## config.mk

```make
export PLATFORM = sky130hd
export DESIGN_NAME = bin_to_ndigit_sevenseg_mux
export DESIGN_NICKNAME = d
export VERILOG_FILES = /design/src/rtl/bin_to_ndigit_sevenseg_mux.sv
export SDC_FILE = /design/constraint.sdc
export NUM_CORES = 1
export LEC_CHECK = 0
export CORE_MARGIN = 2
export CORE_UTILIZATION = 44
export CTS_CLUSTER_SIZE = 20
export DETAILED_ROUTE_END_ITERATION = 12
export SYNTH_ARGS = -nofsm -noshare
export SYNTH_HDL_FRONTEND = slang
export SYNTH_SLANG_ARGS = --single-unit
```

## constraint.sdc

```tcl
create_clock -name CLK -period 2.3 [get_ports CLK]
set_input_delay 0.345 -clock CLK [delete_from_list [all_inputs] [get_ports CLK]]
set_output_delay 0.345 -clock CLK [all_outputs]
set_load 0.01 [all_outputs]
```

## src/rtl/bin_to_ndigit_sevenseg_mux.sv

```systemverilog
// Binary to NUM_DIGITS seven-segment driver: a free-running double-dabble converter feeds a
// display register that a refresh counter time-multiplexes onto an active-low segment bus.
// Optional decimal-point support is enabled with the macro SEVSEG_DP_EN.
module bin_to_ndigit_sevenseg_mux #(
  parameter int NUM_DIGITS  = 4,
  parameter int BIN_WIDTH   = 14,
  parameter int REFRESH_DIV = 100000
) (
  input  logic                  CLK,
  input  logic                  RESET,
  input  logic [2:0]            MODE,
  input  logic [BIN_WIDTH-1:0]  binaryDigit,
`ifdef SEVSEG_DP_EN
  input  logic [NUM_DIGITS-1:0] dp_mask,
  output logic                  decimalPoint,
`endif
  output logic                  conv_done,
  output logic [NUM_DIGITS-1:0] anodeSelect,
  output logic [6:0]            sevenSeg
);

  localparam int BCD_W = 4 * NUM_DIGITS;
  localparam int EXT_W = BCD_W + BIN_WIDTH;
  localparam int SC_W  = $clog2(BIN_WIDTH + 1);
  localparam int CW    = (REFRESH_DIV > 1) ? $clog2(REFRESH_DIV) : 1;
  localparam int IW    = (NUM_DIGITS > 1) ? $clog2(NUM_DIGITS) : 1;

  localparam logic [1:0] M_DEC_BLANK = 2'd0;
  localparam logic [1:0] M_HEX       = 2'd2;
  localparam logic [1:0] M_OFF       = 2'd3;

  localparam logic [6:0] SEG_DASH  = 7'b0111111;
  localparam logic [6:0] SEG_BLANK = 7'h7F;

  typedef enum logic [1:0] {S_IDLE, S_SHIFT, S_COMMIT} state_t;

  state_t               state;
  logic [BIN_WIDTH-1:0] samp_val;
  logic [BIN_WIDTH-1:0] sh_val;
  logic [1:0]           samp_mode;
  logic [BCD_W-1:0]     bcd;
  logic [BCD_W-1:0]     bcd_adj;
  logic                 ovf;
  logic [SC_W-1:0]      sh_cnt;
  logic [EXT_W-1:0]     hex_ext;
  logic                 hex_ovf;

  logic [BCD_W-1:0]     disp_dig;
  logic [1:0]           disp_mode;
  logic                 disp_ovf;

  logic [CW-1:0]        rcnt;
  logic [IW-1:0]        idx;
  logic [3:0]           cur_dig;
  logic                 higher_zero;
  logic [6:0]           glyph;

`ifdef SEVSEG_DP_EN
  logic [NUM_DIGITS-1:0] samp_dp;
  logic [NUM_DIGITS-1:0] disp_dp;
`endif

  function automatic logic [6:0] glyph_of(input logic [3:0] d);
    case (d)
      4'h0: glyph_of = 7'b1000000;
      4'h1: glyph_of = 7'b1111001;
      4'h2: glyph_of = 7'b0100100;
      4'h3: glyph_of = 7'b0110000;
      4'h4: glyph_of = 7'b0011001;
      4'h5: glyph_of = 7'b0010010;
      4'h6: glyph_of = 7'b0000010;
      4'h7: glyph_of = 7'b1111000;
      4'h8: glyph_of = 7'b0000000;
      4'h9: glyph_of = 7'b0010000;
      4'hA: glyph_of = 7'b0001000;
      4'hB: glyph_of = 7'b0000011;
      4'hC: glyph_of = 7'b1000110;
      4'hD: glyph_of = 7'b0100001;
      4'hE: glyph_of = 7'b0000110;
      default: glyph_of = 7'b0001110;
    endcase
  endfunction

  // Double-dabble correction: every BCD nibble >= 5 gets +3 before the shift
  always_comb begin
    bcd_adj = bcd;
    for (int i = 0; i < NUM_DIGITS; i++) begin
      if (bcd[4*i +: 4] >= 4'd5) bcd_adj[4*i +: 4] = bcd[4*i +: 4] + 4'd3;
    end
  end

  // Hex digits come straight from the sampled value; anything above the top digit is overflow
  assign hex_ext = EXT_W'(samp_val);
  assign hex_ovf = |hex_ext[EXT_W-1:BCD_W];

  // Converter FSM: sample, shift BIN_WIDTH times, commit the frame atomically
  always_ff @(posedge CLK or negedge RESET) begin
    if (!RESET) begin
      state     <= S_IDLE;
      samp_val  <= '0;
      sh_val    <= '0;
      samp_mode <= M_DEC_BLANK;
      bcd       <= '0;
      ovf       <= 1'b0;
      sh_cnt    <= '0;
      conv_done <= 1'b0;
      disp_dig  <= '0;
      disp_mode <= M_OFF;
      disp_ovf  <= 1'b0;
`ifdef SEVSEG_DP_EN
      samp_dp   <= '0;
      disp_dp   <= '0;
`endif
    end else begin
      conv_done <= 1'b0;
      case (state)
        S_IDLE: begin
          samp_val  <= binaryDigit;
          sh_val    <= binaryDigit;
          samp_mode <= MODE[2] ? M_DEC_BLANK : MODE[1:0];
          bcd       <= '0;
          ovf       <= 1'b0;
          sh_cnt    <= '0;
`ifdef SEVSEG_DP_EN
          samp_dp   <= dp_mask;
`endif
          state     <= S_SHIFT;
        end
        S_SHIFT: begin
          {bcd, sh_val} <= {bcd_adj[BCD_W-2:0], sh_val, 1'b0};
          ovf           <= ovf | bcd_adj[BCD_W-1];
          sh_cnt        <= sh_cnt + SC_W'(1);
          if (sh_cnt == SC_W'(BIN_WIDTH - 1)) begin
            state     <= S_COMMIT;
            conv_done <= 1'b1;
          end
        end
        S_COMMIT: begin
          disp_dig  <= (samp_mode == M_HEX) ? hex_ext[BCD_W-1:0] : bcd;
          disp_ovf  <= (samp_mode == M_HEX) ? hex_ovf : ovf;
          disp_mode <= samp_mode;
`ifdef SEVSEG_DP_EN
          disp_dp   <= samp_dp;
`endif
          state     <= S_IDLE;
        end
        default: state <= S_IDLE;
      endcase
    end
  end

  // Refresh counter and digit index; index steps on the terminal count
  always_ff @(posedge CLK or negedge RESET) begin
    if (!RESET) begin
      rcnt <= '0;
      idx  <= '0;
    end else if (rcnt == CW'(REFRESH_DIV - 1)) begin
      rcnt <= '0;
      idx  <= (idx == IW'(NUM_DIGITS - 1)) ? '0 : idx + IW'(1);
    end else begin
      rcnt <= rcnt + CW'(1);
    end
  end

  // Glyph for the digit at the current index: dash on overflow, leading-zero blanking in mode 0
  always_comb begin
    cur_dig     = disp_dig[{idx, 2'b00} +: 4];
    higher_zero = ((disp_dig >> {idx, 2'b00}) == '0);
    glyph       = glyph_of(cur_dig);
    if (disp_ovf) glyph = SEG_DASH;
    else if (disp_mode == M_DEC_BLANK && idx != '0 && higher_zero) glyph = SEG_BLANK;
  end

  // Registered display outputs; mode 3 keeps every anode and segment dark
  always_ff @(posedge CLK or negedge RESET) begin
    if (!RESET) begin
      anodeSelect <= '1;
      sevenSeg    <= SEG_BLANK;
    end else if (disp_mode == M_OFF) begin
      anodeSelect <= '1;
      sevenSeg    <= SEG_BLANK;
    end else begin
      anodeSelect <= ~(NUM_DIGITS'(1) << idx);
      sevenSeg    <= glyph;
    end
  end

`ifdef SEVSEG_DP_EN
  // Decimal point follows the lit digit's committed mask bit
  always_ff @(posedge CLK or negedge RESET) begin
    if (!RESET) decimalPoint <= 1'b1;
    else        decimalPoint <= (disp_mode == M_OFF) ? 1'b1 : ~disp_dp[idx];
  end
`endif

endmodule

```

---- After elaboration in Yosys (flattened, before gate mapping) ----
Memories as Yosys holds them, arrays and structs flattened.
Cells that the tools add are included.
cells by class
  $add $sub $neg .......................... 7
  multipliers ............................. 0
  div/mod/pow operators ................... 0
  $lt $le $gt $ge ......................... 4
  equality and inequality tests ........... 8
  shift-type cells ........................ 3
  mux-type cells .......................... 21
  bitwise logic cells ..................... 2
  reduce and logical (&&, ||, !) cells .... 7
operator list
  cell                                                 count
  one-hot mux 16 bit (2 select lines)                  1
  one-hot mux 14 bit (2 select lines)                  1
  two-way mux 7 bit                                    3
  two-way mux 4 bit                                    5
  adder 17 x 1 -> 17 bit, second input constant        1
  == test 17 bit, second input constant                1
  two-way mux 17 bit                                   1
  adder 4 x 2 -> 4 bit, second input constant          4
  >= comparator 4 x 3 -> 1 bit, second input constant  4
  logical NOT 16 bit                                   1
  two-way mux 16 bit                                   1
  indexed part select 16 x 5 -> 4 bit                  1
  >> shifter 16 x 4 -> 16 bit                          1
  == test 2 bit, second input constant                 4
  one-hot mux 4 bit (2 select lines)                   1
  two-way mux 2 bit                                    3
  adder 4 x 1 -> 4 bit, second input constant          1
  == test 4 bit, second input constant                 1
  logical NOT 2 bit                                    2
  inverter 4 bit                                       1
  one-hot mux 2 bit (2 select lines)                   1
  nonzero test 2 bit                                   2
  << shifter 1 x 2 -> 4 bit, first input constant      1
  two-way mux 1 bit                                    3
  6 further kinds                                      7
word-level totals
  flip-flop bits (word level) ............. 103
  latch bits .............................. 0
  RAM bits ................................ 0
  ROM bits ................................ 112
  input port bits ......................... 19
  output and inout bits ................... 12
  logic and storage cells ................. 68
  memories kept ........................... 1
memories
  name              depth  bits a word  read ports  clocked after Yosys merged registers in  wr ports  line  source
  (name not given)  16     7            1           0                                        0         64    case (d)

---- Longest topological paths before layout ----
  depth after elaboration ................. 6
  depth in mapped cells ................... 9
  gate-level depth less buffers ........... 8

---- Worst setup path after synthesis ----
Ideal clock, no wire load.
  kind .................................... reg-to-reg
  start ................................... register idx[0]
  end ..................................... register sevenSeg[3]
  setup time .............................. 81 ps
  arrival ................................. 2,251 ps
  slack ................................... -32 ps
  stages on the path, launching flop included .. 10
  buffers on the path ..................... 1
  period minus slack after synthesis ...... 2,332 ps
  cells stage by stage .................... dfrtp_1 > buf_6 > mux4_2 > inv_1 > ha_1 > nor4b_1 > nand3_1 > a211oi_1 > a211oi_2 > o211ai_1
between the ends
  cells in the longest elaborated chain, start to end .. 6
  elaborated cells between the ends (all ways) .. 10
ends and longest elaborated chain
  what                                                                         line  source
  from (decl)                                                                  53    logic [IW-1:0] idx;
  from (signal assigned)                                                       159   idx <= (idx == IW'(NUM_DIGITS - 1)) ? '0 : idx + IW'(1);
  parallel branches: the longest is 3 deep, another holds memory (16 x 7 bit)  --
  two-way mux 7 bit (*)                                                        171   else if (disp_mode == M_DEC_BLANK && idx != '0 && higher_zero) glyph = SEG_BLANK;
  two-way mux 7 bit (*)                                                        170   if (disp_ovf) glyph = SEG_DASH;
  two-way mux 7 bit (*)                                                        179   end else if (disp_mode == M_OFF) begin
  to (signal assigned)                                                         184   sevenSeg <= glyph;
  to (decl)                                                                    19    output logic [6:0] sevenSeg
Mark *: on every way between the ends.
A chain may end at the register's enable or synchronous reset.

---- Worst setup path in the final report ----
  start ................................... register idx[0]
  end ..................................... register sevenSeg[1]
The elaborated chain is that of the path after synthesis.

==> metrics <==
post-synthesis sequential area ratio=51.5%; Post-DP Area=~5500 um^2; Core ar.=roughly 11000 um^2; clock latency on the worst-skew pair=approximately 0.35 ns; Top FF cell, synth=dfrtp_1; Max Slew Vio Count=0; critical-path maximum fanout=6; Final GP Congestion=0.813; combinational power share=~16%; flip-flop and latch area=2590 um^2; Clock Skew=just over 0.009 ns; Starting Density=between 40% and 50%; area of the multi-input gates=about 2300 um^2; cell accounting for the most synthesized area=dfrtp_1; Final HPWL DP=between 6000 and 7000 um; H-tree depth=3; Min Hold Slack=roughly 0.48 ns; final wirelength=between 9000 and 10000 um; CTS tree=done; Distinct cells, synth=48; setup TNS=0 ns; total track usage=between 15 and 20%; ant diodes=0; PostCTS Resize Cnt=0; Tcrit/Tclk final=~92%; Worst Tran Pin Value=between 0.5 and 0.6 ns; nets=~560; number of synthesized flops with an enable pin=0; # setup viols final=0; Flop pwr share=49.3%; #FFs+latches synth=103; Post-Syn Instances=481; Synth area leaders=dfrtp_1 (45%), dfstp_2 (6.8%), o21ai_0 (5.9%), ha_1 (5.2%), nand2_1 (4.8%); crit path time final=roughly 2.1 ns; design area=between 5000 and 6000 um^2; most numerous cell in the Yosys netlist=dfrtp_1; Fmax=472 MHz; total setup buffers inserted after CTS=0; total I/O pin count=31; Switching Power=between 1 and 1.5 mW; Switching Fraction=around a quarter; DRT antenna net count=0; Mean Syn Cell Area=between 10 and 15 um^2; vias per cell=5.16; Hold Crit Class=reg -> reg; clock-pin slew on the worst setup and hold paths=around 0.06 ns; largest net degree at the start of global routing=67; I/O Buffers=30; outcome=complete, no violations; Die Y=approximately 110 um; synthesized area=about 5000 um^2; Longest Clk Path Bufs=2; drt wl/cell=14.3 um; leakage power=between 2 and 3 nW; global-route wire length before repair=between 15000 and 20000 um; Int Pwr=between 3 and 4 mW; GR Overflow Total=0; Yosys top cell area share=44.7%; fin util=between 50% and 60%; Mapped Nets=approximately 520; endpoints failing hold=0; max cap viols=0; PwrDens=roughly 740 nW/um^2; Worst setup EP type=flop; final setup margin=between 0.15 and 0.2 ns; Worst setup SP type=flop; CTS sink cnt=between 100 and 150; FFs w/ async S/R, synth=between 90% and 100%; initial antenna violation count=0; number of global-route vias before repair=3493; CTS Root Cell=clkbuf_16; critical path arrival=approximately 2.4 ns; VDD IR max=~0.0006 V; yosys warns=0; pre-CTS setup slack=0.177 ns; residual DRC count=0; ratio of cells with drive above 1 in the final layout=roughly 15%; DRT iter0 DRCs=250; Fill cells=slightly above 1000; die area=between 10000 and 15000 um^2; TritonCTS Buffers=9; Clk pwr share=about 34%; RSZ-0062 raised after global routing=false; router iterations before antenna repair=4; critical path class=reg -> reg; Critical Path RT=between 2 and 3 ns; Rel. slew slack=between 60% and 70%; Die W=~110 um; Rows=39; Layout area overhead=16.2%; most frequent cells after synthesis=dfrtp_1 (90), nand2_1 (65), o21ai_0 (59); Vias=3421
## cells by family after synthesis
family	count (synthesis)	share of synthesized area, %
simple gates	154	14.8
flops	103	51.5
compound gates	98	11.0
mux	43	9.97
buf+inv	39	3.41
xor+xnor	23	4.00
fa+ha+maj	21	5.22
## sequential cells by signal (all words and copies together) (netlist names)
name	count
sh_cnt	4
disp_ovf	1
anodeSelect	4
state	2
disp_mode	2
samp_mode	2
ovf	1
conv_done	1
rcnt	17
samp_val	14
sevenSeg	7
bcd	16
sh_val	14
idx	2
disp_dig	16
## placed cells by master (no fill, tap or decap), drive strengths merged, types with 16 or more instances in the layout
cell type,n
a21oi,18
buf,16
clkdlybuf4s50,29
dfrtp,90
ha,21
inv,19
mux2,17
mux2i,22
nand2,66
nor2,33
o21ai,60
## critical path, cell delays in order, from the launching register on
cell and delay, ns:
dfrtp_1 0.41, mux4_2 0.53, inv_1 0.10, ha_1 0.18
nor4b_1 0.25, nand3_1 0.12, a211oi_2 0.22, a211oi_2 0.11
o211ai_1 0.11
## metal layers
layer | global-route usage (%) | part of all wire (%) | up-vias
li1 | - | - | 1720
met1 | 21.5 | 48 | 1650
met2 | 28.4 | 48 | 42
met3 | 4.32 | 3.3 | 9
met4 | 4.25 | 1.1 | 0
met5 | 0 | 0 | -
## final cells by class
type | instances | area share, %
clock inverters | 3 | 0.428
repair buffers | 46 | 7.61
flip-flops and latches | 103 | 44.3
well taps | 143 | 3.06
inverters | 17 | 1.09
multi-input cells | 339 | 38.9
clock buffers | 12 | 4.56
## power by group through the flow
stage,Clock (mW),Sequential [mW],Combinational [mW]
floorplan,0,2.17,0.395
global route,1.61,2.16,0.791
CTS,1.54,2.14,0.717
detailed placement,0,2.17,0.708
global placement,0,2.17,0.702
finish,1.48,2.13,0.707
## timing repair
action	CTS	global route
setup endpoints to repair	0	6
hold endpoints to repair	28	0
hold buffers	1	0
## path summary, 6_finish.rpt
path	startpoint	endpoint	slack, ns	depth (start not counted)
max	idx[0]	sevenSeg[1]	0.18	8
min	rcnt[0]	rcnt[0]	0.48	1
max reg2reg	idx[0]	sevenSeg[1]	0.18	8
min reg2reg	rcnt[0]	rcnt[0]	0.48	1
max in group asynchronous	RESET	disp_mode[1]	1.09	3
min in group asynchronous	RESET	bcd[2]	0.51	2
## metrics by stage
stage                     total power [mW]  cells
after floorplan                       2.56    481
after global placement                2.87    647
after detailed placement              2.88    647
after CTS                             4.39    663
after global routing                  4.56    663
final                                 4.32    663
Note: power is estimated with default switching activity, not from simulation.
